<file path="config.mk">
export PLATFORM = sky130hd
export DESIGN_NAME = fifo_sync_param_flat
export DESIGN_NICKNAME = d
export VERILOG_FILES = /design/src/rtl/fifo_sync_param_pkg.sv /design/src/rtl/fifo_sync_param_if.sv /design/src/rtl/fifo_sync_param_ram.sv /design/src/rtl/fifo_sync_param.sv /design/src/flat_wrapper.sv
export SDC_FILE = /design/constraint.sdc
export NUM_CORES = 1
export LEC_CHECK = 0
export CAP_MARGIN = 20
export CORE_MARGIN = 2
export CORE_UTILIZATION = 41
export DETAILED_ROUTE_END_ITERATION = 10
export DONT_BUFFER_PORTS = 1
export PLACE_DENSITY_LB_ADDON = 0.12
export SLEW_MARGIN = 10
export SYNTH_ARGS = -nofsm -noshare
export SYNTH_HDL_FRONTEND = slang
export SYNTH_SLANG_ARGS = --single-unit
</file>
<file path="constraint.sdc">
create_clock -name clk -period 4.92 [get_ports clk]
set_input_delay 1.476 -clock clk [delete_from_list [all_inputs] [get_ports clk]]
set_output_delay 1.476 -clock clk [all_outputs]
set_load 0.005 [all_outputs]
</file>
<file path="src/rtl/fifo_sync_param_pkg.sv">
// Shared constants and helpers for the parametrised synchronous FIFO.
package fifo_sync_param_pkg;

  localparam int unsigned DATA_W_DEF = 8;
  localparam int unsigned DEPTH_DEF  = 16;

  localparam int unsigned RD_REG  = 0;
  localparam int unsigned RD_FWFT = 1;

  // Ceiling log2; returns 0 for v <= 1.
  function automatic int unsigned clog2(input int unsigned v);
    int unsigned r;
    int unsigned x;
    r = 0;
    x = (v > 0) ? v - 1 : 0;
    while (x > 0) begin
      r = r + 1;
      x = x >> 1;
    end
    return r;
  endfunction

endpackage

</file>
<file path="src/rtl/fifo_sync_param_if.sv">
// Producer/consumer bus of the synchronous FIFO; slave is the FIFO side.
interface fifo_sync_param_if #(
  parameter int unsigned DATA_W = 8,
  parameter int unsigned AW     = 4
);
  logic              wr;
  logic              rd;
  logic [DATA_W-1:0] data_in;
  logic              clr_flags;
  logic [DATA_W-1:0] data_out;
  logic              data_valid;
  logic [AW:0]       count;
  logic              fifo_full;
  logic              fifo_empty;
  logic              fifo_almost_full;
  logic              fifo_almost_empty;
  logic              fifo_overflow;
  logic              fifo_underflow;

  modport master (
    output wr, rd, data_in, clr_flags,
    input  data_out, data_valid, count, fifo_full, fifo_empty,
           fifo_almost_full, fifo_almost_empty, fifo_overflow, fifo_underflow
  );

  modport slave (
    input  wr, rd, data_in, clr_flags,
    output data_out, data_valid, count, fifo_full, fifo_empty,
           fifo_almost_full, fifo_almost_empty, fifo_overflow, fifo_underflow
  );
endinterface

</file>
<file path="src/rtl/fifo_sync_param_ram.sv">
// Simple dual-port storage: synchronous write, registered or combinational read.
module fifo_ram
  import fifo_sync_param_pkg::*;
#(
  parameter int unsigned DATA_W = DATA_W_DEF,
  parameter int unsigned DEPTH  = DEPTH_DEF,
  parameter int unsigned FWFT   = RD_REG,
  parameter int unsigned AW     = clog2(DEPTH)
) (
  input  logic              clk,
  input  logic              rst,
  input  logic              we,
  input  logic [AW-1:0]     waddr,
  input  logic [DATA_W-1:0] wdata,
  input  logic              re,
  input  logic [AW-1:0]     raddr,
  output logic [DATA_W-1:0] rdata
);

  logic [DATA_W-1:0] mem_q [DEPTH];

  always_ff @(posedge clk) begin
    if (we) mem_q[waddr] <= wdata;
  end

  if (FWFT == RD_FWFT) begin : g_comb_rd
    logic unused_c;
    assign unused_c = ^{re, rst};
    assign rdata    = mem_q[raddr];
  end else begin : g_reg_rd
    // Read register doubles as the FIFO output word, hence the reset.
    logic [DATA_W-1:0] rdata_q;
    always_ff @(posedge clk) begin
      if (rst)     rdata_q <= '0;
      else if (re) rdata_q <= mem_q[raddr];
    end
    assign rdata = rdata_q;
  end

endmodule

</file>
<file path="src/rtl/fifo_sync_param.sv">
// Parametrised synchronous FIFO with occupancy count, threshold flags and
// sticky overflow/underflow; read mode is registered or first-word-fall-through.
module fifo_sync_param
  import fifo_sync_param_pkg::*;
#(
  parameter int unsigned DATA_W    = DATA_W_DEF,
  parameter int unsigned DEPTH     = DEPTH_DEF,
  parameter int unsigned AFULL_TH  = 12,
  parameter int unsigned AEMPTY_TH = 2,
  parameter int unsigned FWFT      = RD_REG
) (
  input logic              clk,
  input logic              rst,
  fifo_sync_param_if.slave bus
);

  localparam int unsigned AW = clog2(DEPTH);
  localparam int unsigned CW = AW + 1;

  if (DATA_W < 1) begin : g_bad_data_w
    $error("fifo_sync_param: DATA_W must be >= 1");
  end
  if (DEPTH < 4 || (DEPTH & (DEPTH - 1)) != 0) begin : g_bad_depth
    $error("fifo_sync_param: DEPTH must be a power of two >= 4");
  end
  if (AFULL_TH < 1 || AFULL_TH > DEPTH - 1) begin : g_bad_afull
    $error("fifo_sync_param: AFULL_TH must be in 1..DEPTH-1");
  end
  if (AEMPTY_TH > DEPTH - 2) begin : g_bad_aempty
    $error("fifo_sync_param: AEMPTY_TH must be in 0..DEPTH-2");
  end
  if (FWFT > RD_FWFT) begin : g_bad_fwft
    $error("fifo_sync_param: FWFT must be 0 or 1");
  end
  if ($bits(bus.data_in) != DATA_W || $bits(bus.count) != CW) begin : g_bad_bus
    $error("fifo_sync_param: interface widths do not match DATA_W/DEPTH");
  end

  logic [AW-1:0] wptr_q, wptr_d, rptr_q, rptr_d;
  logic [CW-1:0] count_q, count_d;
  logic          full_q, empty_q, afull_q, aempty_q;
  logic          ovf_q, ovf_d, udf_q, udf_d;
  logic          valid_q, valid_d;
  logic          wr_ok_c, rd_ok_c;

  logic              ram_re;
  logic [AW-1:0]     ram_raddr;
  logic [DATA_W-1:0] ram_rdata;

  // Accept decisions, next pointers/count and sticky flags.
  always_comb begin
    rd_ok_c = bus.rd & ~empty_q;
    wr_ok_c = bus.wr & (~full_q | rd_ok_c);
    wptr_d  = wr_ok_c ? wptr_q + AW'(1) : wptr_q;
    rptr_d  = rd_ok_c ? rptr_q + AW'(1) : rptr_q;
    count_d = count_q;
    case ({wr_ok_c, rd_ok_c})
      2'b10:   count_d = count_q + CW'(1);
      2'b01:   count_d = count_q - CW'(1);
      default: count_d = count_q;
    endcase
    ovf_d   = (bus.wr & full_q & ~bus.rd) | (ovf_q & ~bus.clr_flags);
    udf_d   = (bus.rd & empty_q) | (udf_q & ~bus.clr_flags);
    valid_d = (FWFT == RD_FWFT) ? (count_d != '0) : rd_ok_c;
  end

  // Status flags are registered from the next count so they track count_q.
  always_ff @(posedge clk) begin
    if (rst) begin
      wptr_q   <= '0;
      rptr_q   <= '0;
      count_q  <= '0;
      full_q   <= 1'b0;
      empty_q  <= 1'b1;
      afull_q  <= 1'b0;
      aempty_q <= 1'b1;
      ovf_q    <= 1'b0;
      udf_q    <= 1'b0;
      valid_q  <= 1'b0;
    end else begin
      wptr_q   <= wptr_d;
      rptr_q   <= rptr_d;
      count_q  <= count_d;
      full_q   <= (count_d == CW'(DEPTH));
      empty_q  <= (count_d == '0);
      afull_q  <= (count_d >= CW'(AFULL_TH));
      aempty_q <= (count_d <= CW'(AEMPTY_TH));
      ovf_q    <= ovf_d;
      udf_q    <= udf_d;
      valid_q  <= valid_d;
    end
  end

  fifo_ram #(
    .DATA_W (DATA_W),
    .DEPTH  (DEPTH),
    .FWFT   (FWFT),
    .AW     (AW)
  ) u_ram (
    .clk   (clk),
    .rst   (rst),
    .we    (wr_ok_c),
    .waddr (wptr_q),
    .wdata (bus.data_in),
    .re    (ram_re),
    .raddr (ram_raddr),
    .rdata (ram_rdata)
  );

  if (FWFT == RD_FWFT) begin : g_fwft
    logic [DATA_W-1:0] data_out_q;
    logic              bypass_c;

    // The next head is the word being written only when it lands on the new read slot.
    assign bypass_c  = wr_ok_c & (wptr_q == rptr_d);
    assign ram_re    = 1'b0;
    assign ram_raddr = rptr_d;

    always_ff @(posedge clk) begin
      if (rst)                  data_out_q <= '0;
      else if (count_d != '0)   data_out_q <= bypass_c ? bus.data_in : ram_rdata;
    end
    assign bus.data_out = data_out_q;
  end else begin : g_reg
    assign ram_re       = rd_ok_c;
    assign ram_raddr    = rptr_q;
    assign bus.data_out = ram_rdata;
  end

  assign bus.data_valid        = valid_q;
  assign bus.count             = count_q;
  assign bus.fifo_full         = full_q;
  assign bus.fifo_empty        = empty_q;
  assign bus.fifo_almost_full  = afull_q;
  assign bus.fifo_almost_empty = aempty_q;
  assign bus.fifo_overflow     = ovf_q;
  assign bus.fifo_underflow    = udf_q;

endmodule

</file>
<file path="src/flat_wrapper.sv">
// flat-port wrapper written by rule: the top's interface ports become plain ports
module fifo_sync_param_flat import fifo_sync_param_pkg::*;
#(
  parameter int unsigned DATA_W    = DATA_W_DEF,
  parameter int unsigned DEPTH     = DEPTH_DEF,
  parameter int unsigned AFULL_TH  = 12,
  parameter int unsigned AEMPTY_TH = 2,
  parameter int unsigned FWFT      = RD_REG
)
  (clk, rst, bus_wr, bus_rd, bus_data_in, bus_clr_flags, bus_data_out, bus_data_valid, bus_count, bus_fifo_full, bus_fifo_empty, bus_fifo_almost_full, bus_fifo_almost_empty, bus_fifo_overflow, bus_fifo_underflow);
  fifo_sync_param_if #(.DATA_W(DATA_W), .AW(4)) bus_i ();
  input logic clk;
  input logic rst;
  input wire logic [$bits(bus_i.wr)-1:0] bus_wr;
  input wire logic [$bits(bus_i.rd)-1:0] bus_rd;
  input wire logic [$bits(bus_i.data_in)-1:0] bus_data_in;
  input wire logic [$bits(bus_i.clr_flags)-1:0] bus_clr_flags;
  output wire logic [$bits(bus_i.data_out)-1:0] bus_data_out;
  output wire logic [$bits(bus_i.data_valid)-1:0] bus_data_valid;
  output wire logic [$bits(bus_i.count)-1:0] bus_count;
  output wire logic [$bits(bus_i.fifo_full)-1:0] bus_fifo_full;
  output wire logic [$bits(bus_i.fifo_empty)-1:0] bus_fifo_empty;
  output wire logic [$bits(bus_i.fifo_almost_full)-1:0] bus_fifo_almost_full;
  output wire logic [$bits(bus_i.fifo_almost_empty)-1:0] bus_fifo_almost_empty;
  output wire logic [$bits(bus_i.fifo_overflow)-1:0] bus_fifo_overflow;
  output wire logic [$bits(bus_i.fifo_underflow)-1:0] bus_fifo_underflow;
  assign bus_i.wr = bus_wr;
  assign bus_i.rd = bus_rd;
  assign bus_i.data_in = bus_data_in;
  assign bus_i.clr_flags = bus_clr_flags;
  assign bus_data_out = bus_i.data_out;
  assign bus_data_valid = bus_i.data_valid;
  assign bus_count = bus_i.count;
  assign bus_fifo_full = bus_i.fifo_full;
  assign bus_fifo_empty = bus_i.fifo_empty;
  assign bus_fifo_almost_full = bus_i.fifo_almost_full;
  assign bus_fifo_almost_empty = bus_i.fifo_almost_empty;
  assign bus_fifo_overflow = bus_i.fifo_overflow;
  assign bus_fifo_underflow = bus_i.fifo_underflow;
  fifo_sync_param #(.DATA_W(DATA_W), .DEPTH(DEPTH), .AFULL_TH(AFULL_TH), .AEMPTY_TH(AEMPTY_TH), .FWFT(FWFT)) u_core (.clk(clk), .rst(rst), .bus(bus_i));
endmodule
</file>
==> results.toml <==
[power_and_ir_drop]
pwr-share-seq = 0.523
p_sw_uw = 691
p_int_mw = 2.29
combPwrFrac = 0.117
power.share.clock = 0.360
power_mw = 2.98
cellPowerDensity_nw_per_um2 = 432
vdd_drop_max_mv = 0.261
cellLeakagePower_nw = 2.24
swShare = 0.232

[global_route]
grt_usage = 0.154
grt.overflow.total = 0
grt_pass1_vias = 3103
grt_pass1_wl_um = 18000
antenna_found_initial = 0
grt_max_degree = 36

[logic_synthesis]
synth.net_count = 375
synth-main-ff-cell = "edfxtp_1"
ys_types = 36
ys_ff_latch = 156
synthTopCellsByArea = "edfxtp_1, dfxtp_1, mux4_2"
ys_async_sr_fraction = 0
synth_common_cells = "edfxtp_1, nor2_1, nand2_1"
avgSynthCellArea_um2 = 17.7
yosysMostFrequentCell = "edfxtp_1"
yosys_warnings = 0
yosysSeqAreaShare = 0.702
synth_edf_count = 128
synth.cell_area_um2 = 6270
synthDominantCellAreaShare = 0.613
synth_cells = 354
synth_top_cell_by_area = "edfxtp_1"

[worst_setup_path]
r2r_cells = 13
endpoint_kind = "register"
reg2reg_from = "u_core.bus.fifo_empty"
cp-start-kind = "primary input"
cp_max_fo = 12
r2r-end = "u_core.bus.fifo_almost_empty"
critPathCapture = "u_core.bus.fifo_almost_empty"
slowest_delay_ps = 290
reg2reg_slack_ps = 1770
worst_ep_arrival_time_ps = 4110
cpMaxStageDelayCell = "ha_1"
cp-startpoint = "bus_rd"
required_ps = 5240
critical_path_class = "primary input to register"
path_cells = "nand2b_1 -> a21boi_1 -> buf_4 -> inv_1 -> ha_1 -> xor2_1 -> ha_1 -> a21oi_1 -> xor2_1 -> o21ai_0 -> mux2_2 -> o41a_1 -> a211oi_1"

[placement]
dp_hpwl_um = 7780
gp_congestion = 0.748
port_buffers = 0

[timing]
worst_hold_slack_ps = 476
worst_pin_slew_ps = 942
setup_violations = 0
relSlewSlack = 0.370
timing.final.crit_share = 0.770
setup_tns_ps = 0
grt_setup_unrepaired = "no"
fmax_ghz = 0.264
skew_ps = 6.27
finalHoldViolations = 0
slew_violations = 0
fin_crit_ps = 3790

[clock_network]
worstSkewPairLatency_ps = 410
cts_post_setup_buffers_inserted = 0
cts_tree = "built"
clk_pin_slew_ps = 50
root_buffer = "clkbuf_16"
cts_sinks = 156
cts_hold_buf = 0
htreeDepth = 4
clk_path_buf_depth = 2
cts_resized = 0
cts_buffers = 17

[drt]
route.vias.total = 3035
vias_per_cell = 5.47
drt_iter0_markers = 208
dr.pass1.iters = 4
drtAntennaViolNets = 0
drcViolationCount = 0
drt_wl_total_um = 11700
wire_per_inst_um = 21.1

[final_layout]
multi_input_comb_area_um2 = 1710
fin_nets = 379
syn_to_final_growth_pct = 9.91
fillers = 1314
postLayoutCoreUtil = 0.457
area.sequential_um2 = 4410
drive_gt1_frac = 0.139
n_antenna_cell = 0

[die]
die_area_um2 = 16300
initial_core_util = 0.416
std_cell_rows = 45
dieWidth_um = 128
die_y_um = 128
ios = 33
coreArea_um2 = 15100

[outcome]
status = "finished, final reports clean"

[min_path]
min_path_type = "register to register"

[run]
drv_cap = 0
==> state kept, by name (all words and copies together) (netlist names) <==
signal                        count
u_core.u_ram.rdata                8
u_core.bus.fifo_almost_full       1
u_core.bus.fifo_underflow         1
u_core.ram_raddr                  4
u_core.bus.fifo_almost_empty      1
u_core.bus.fifo_full              1
u_core.bus.count                  5
u_core.bus.fifo_empty             1
u_core.u_ram.mem_q              128
u_core.bus.fifo_overflow          1
u_core.wptr_q                     4
u_core.bus.data_valid             1
==> layer usage <==
layer,share of wire,GRT usage,vias to the layer above
li1,-,-,1380
met4,0.0050,0.0388,0
met5,0,0,-
met1,0.46,0.207,1582
met3,0.045,0.0518,4
met2,0.49,0.244,69
==> critical path: cells and delay by family <==
family,cells,cell delay [ps]
AO/OA/AOI/OAI,5,880
XOR/XNOR,2,480
AND/OR/NAND/NOR,1,210
adder cells (fa/ha/maj),2,510
buffers and inverters,2,260
multiplexers,1,270
==> cell type report <==
cell class,count,share of cell area
clock inverters,7,0.00417
clock buffers,21,0.0639
inverters,7,0.00381
multi-input cells,169,0.247
well taps,188,0.0341
repair buffers,7,0.00762
flip-flops and latches,156,0.639
==> through the flow <==
| stage | instance area [um2] | std cells | setup slack (ps) |
|---|---|---|---|
| floorplan | 6270 | 354 | 962 |
| global placement | 6420 | 527 | 821 |
| detailed placement | 6420 | 527 | 742 |
| CTS | 6890 | 555 | 1140 |
| global route | 6890 | 555 | 874 |
| finish | 6890 | 555 | 1130 |
==> layout by cell type (no fill, tap or decap), types with 2 or more instances in the layout <==
| master | n |
|---|---|
| edfxtp_1 | 128 |
| nor2_1 | 32 |
| nand2_1 | 29 |
| dfxtp_1 | 27 |
| mux4_2 | 22 |
| mux4_1 | 18 |
| clkbuf_16 | 17 |
| a21oi_1 | 13 |
| xor2_1 | 8 |
| ha_1 | 8 |
| inv_1 | 7 |
| buf_4 | 7 |
| nor3_1 | 6 |
| nand2b_1 | 5 |
| xnor2_1 | 5 |
| clkinv_1 | 5 |
| o21ai_0 | 4 |
| clkbuf_1 | 4 |
| and3b_1 | 2 |
| nand3_1 | 2 |
| a211oi_1 | 2 |
| nand4_1 | 2 |
| clkinv_2 | 2 |
==> how the worst min path moves through the flow <==
stage	startpoint	end	slack [ps]	cells past startpoint
floorplan	u_core.u_ram.rdata[0]	u_core.u_ram.rdata[0]	450	2
global placement	u_core.u_ram.rdata[5]	u_core.u_ram.rdata[5]	470	2
detailed placement	u_core.u_ram.rdata[4]	u_core.u_ram.rdata[4]	470	2
CTS	u_core.u_ram.rdata[4]	u_core.u_ram.rdata[4]	480	2
global route	u_core.u_ram.rdata[2]	u_core.u_ram.rdata[2]	510	2
finish	u_core.u_ram.rdata[4]	u_core.u_ram.rdata[4]	480	2
==> logic make-up (layout without fill, tap and decap cells) <==
group	after synthesis	after routing	synth area share
AO/OA/AOI/OAI	25	25	0.0237
XOR/XNOR	13	13	0.0182
adder cells (fa/ha/maj)	8	8	0.0160
buffers and inverters	29	42	0.0259
flip-flops	156	156	0.702
multiplexers	42	42	0.158
AND/OR/NAND/NOR	81	81	0.0563
==> power by group through the flow <==
stage | Clock [mW] | Sequential [mW] | Combinational, mW
4_1_cts | 1.10 | 1.56 | 0.352
6_report | 1.07 | 1.56 | 0.348
3_3_place_gp | 0 | 1.59 | 0.347
5_1_grt | 1.16 | 1.57 | 0.387
2_1_floorplan | 0 | 1.53 | 0.332
3_5_place_dp | 0 | 1.59 | 0.351
Note: power is estimated with default switching activity, not from simulation.
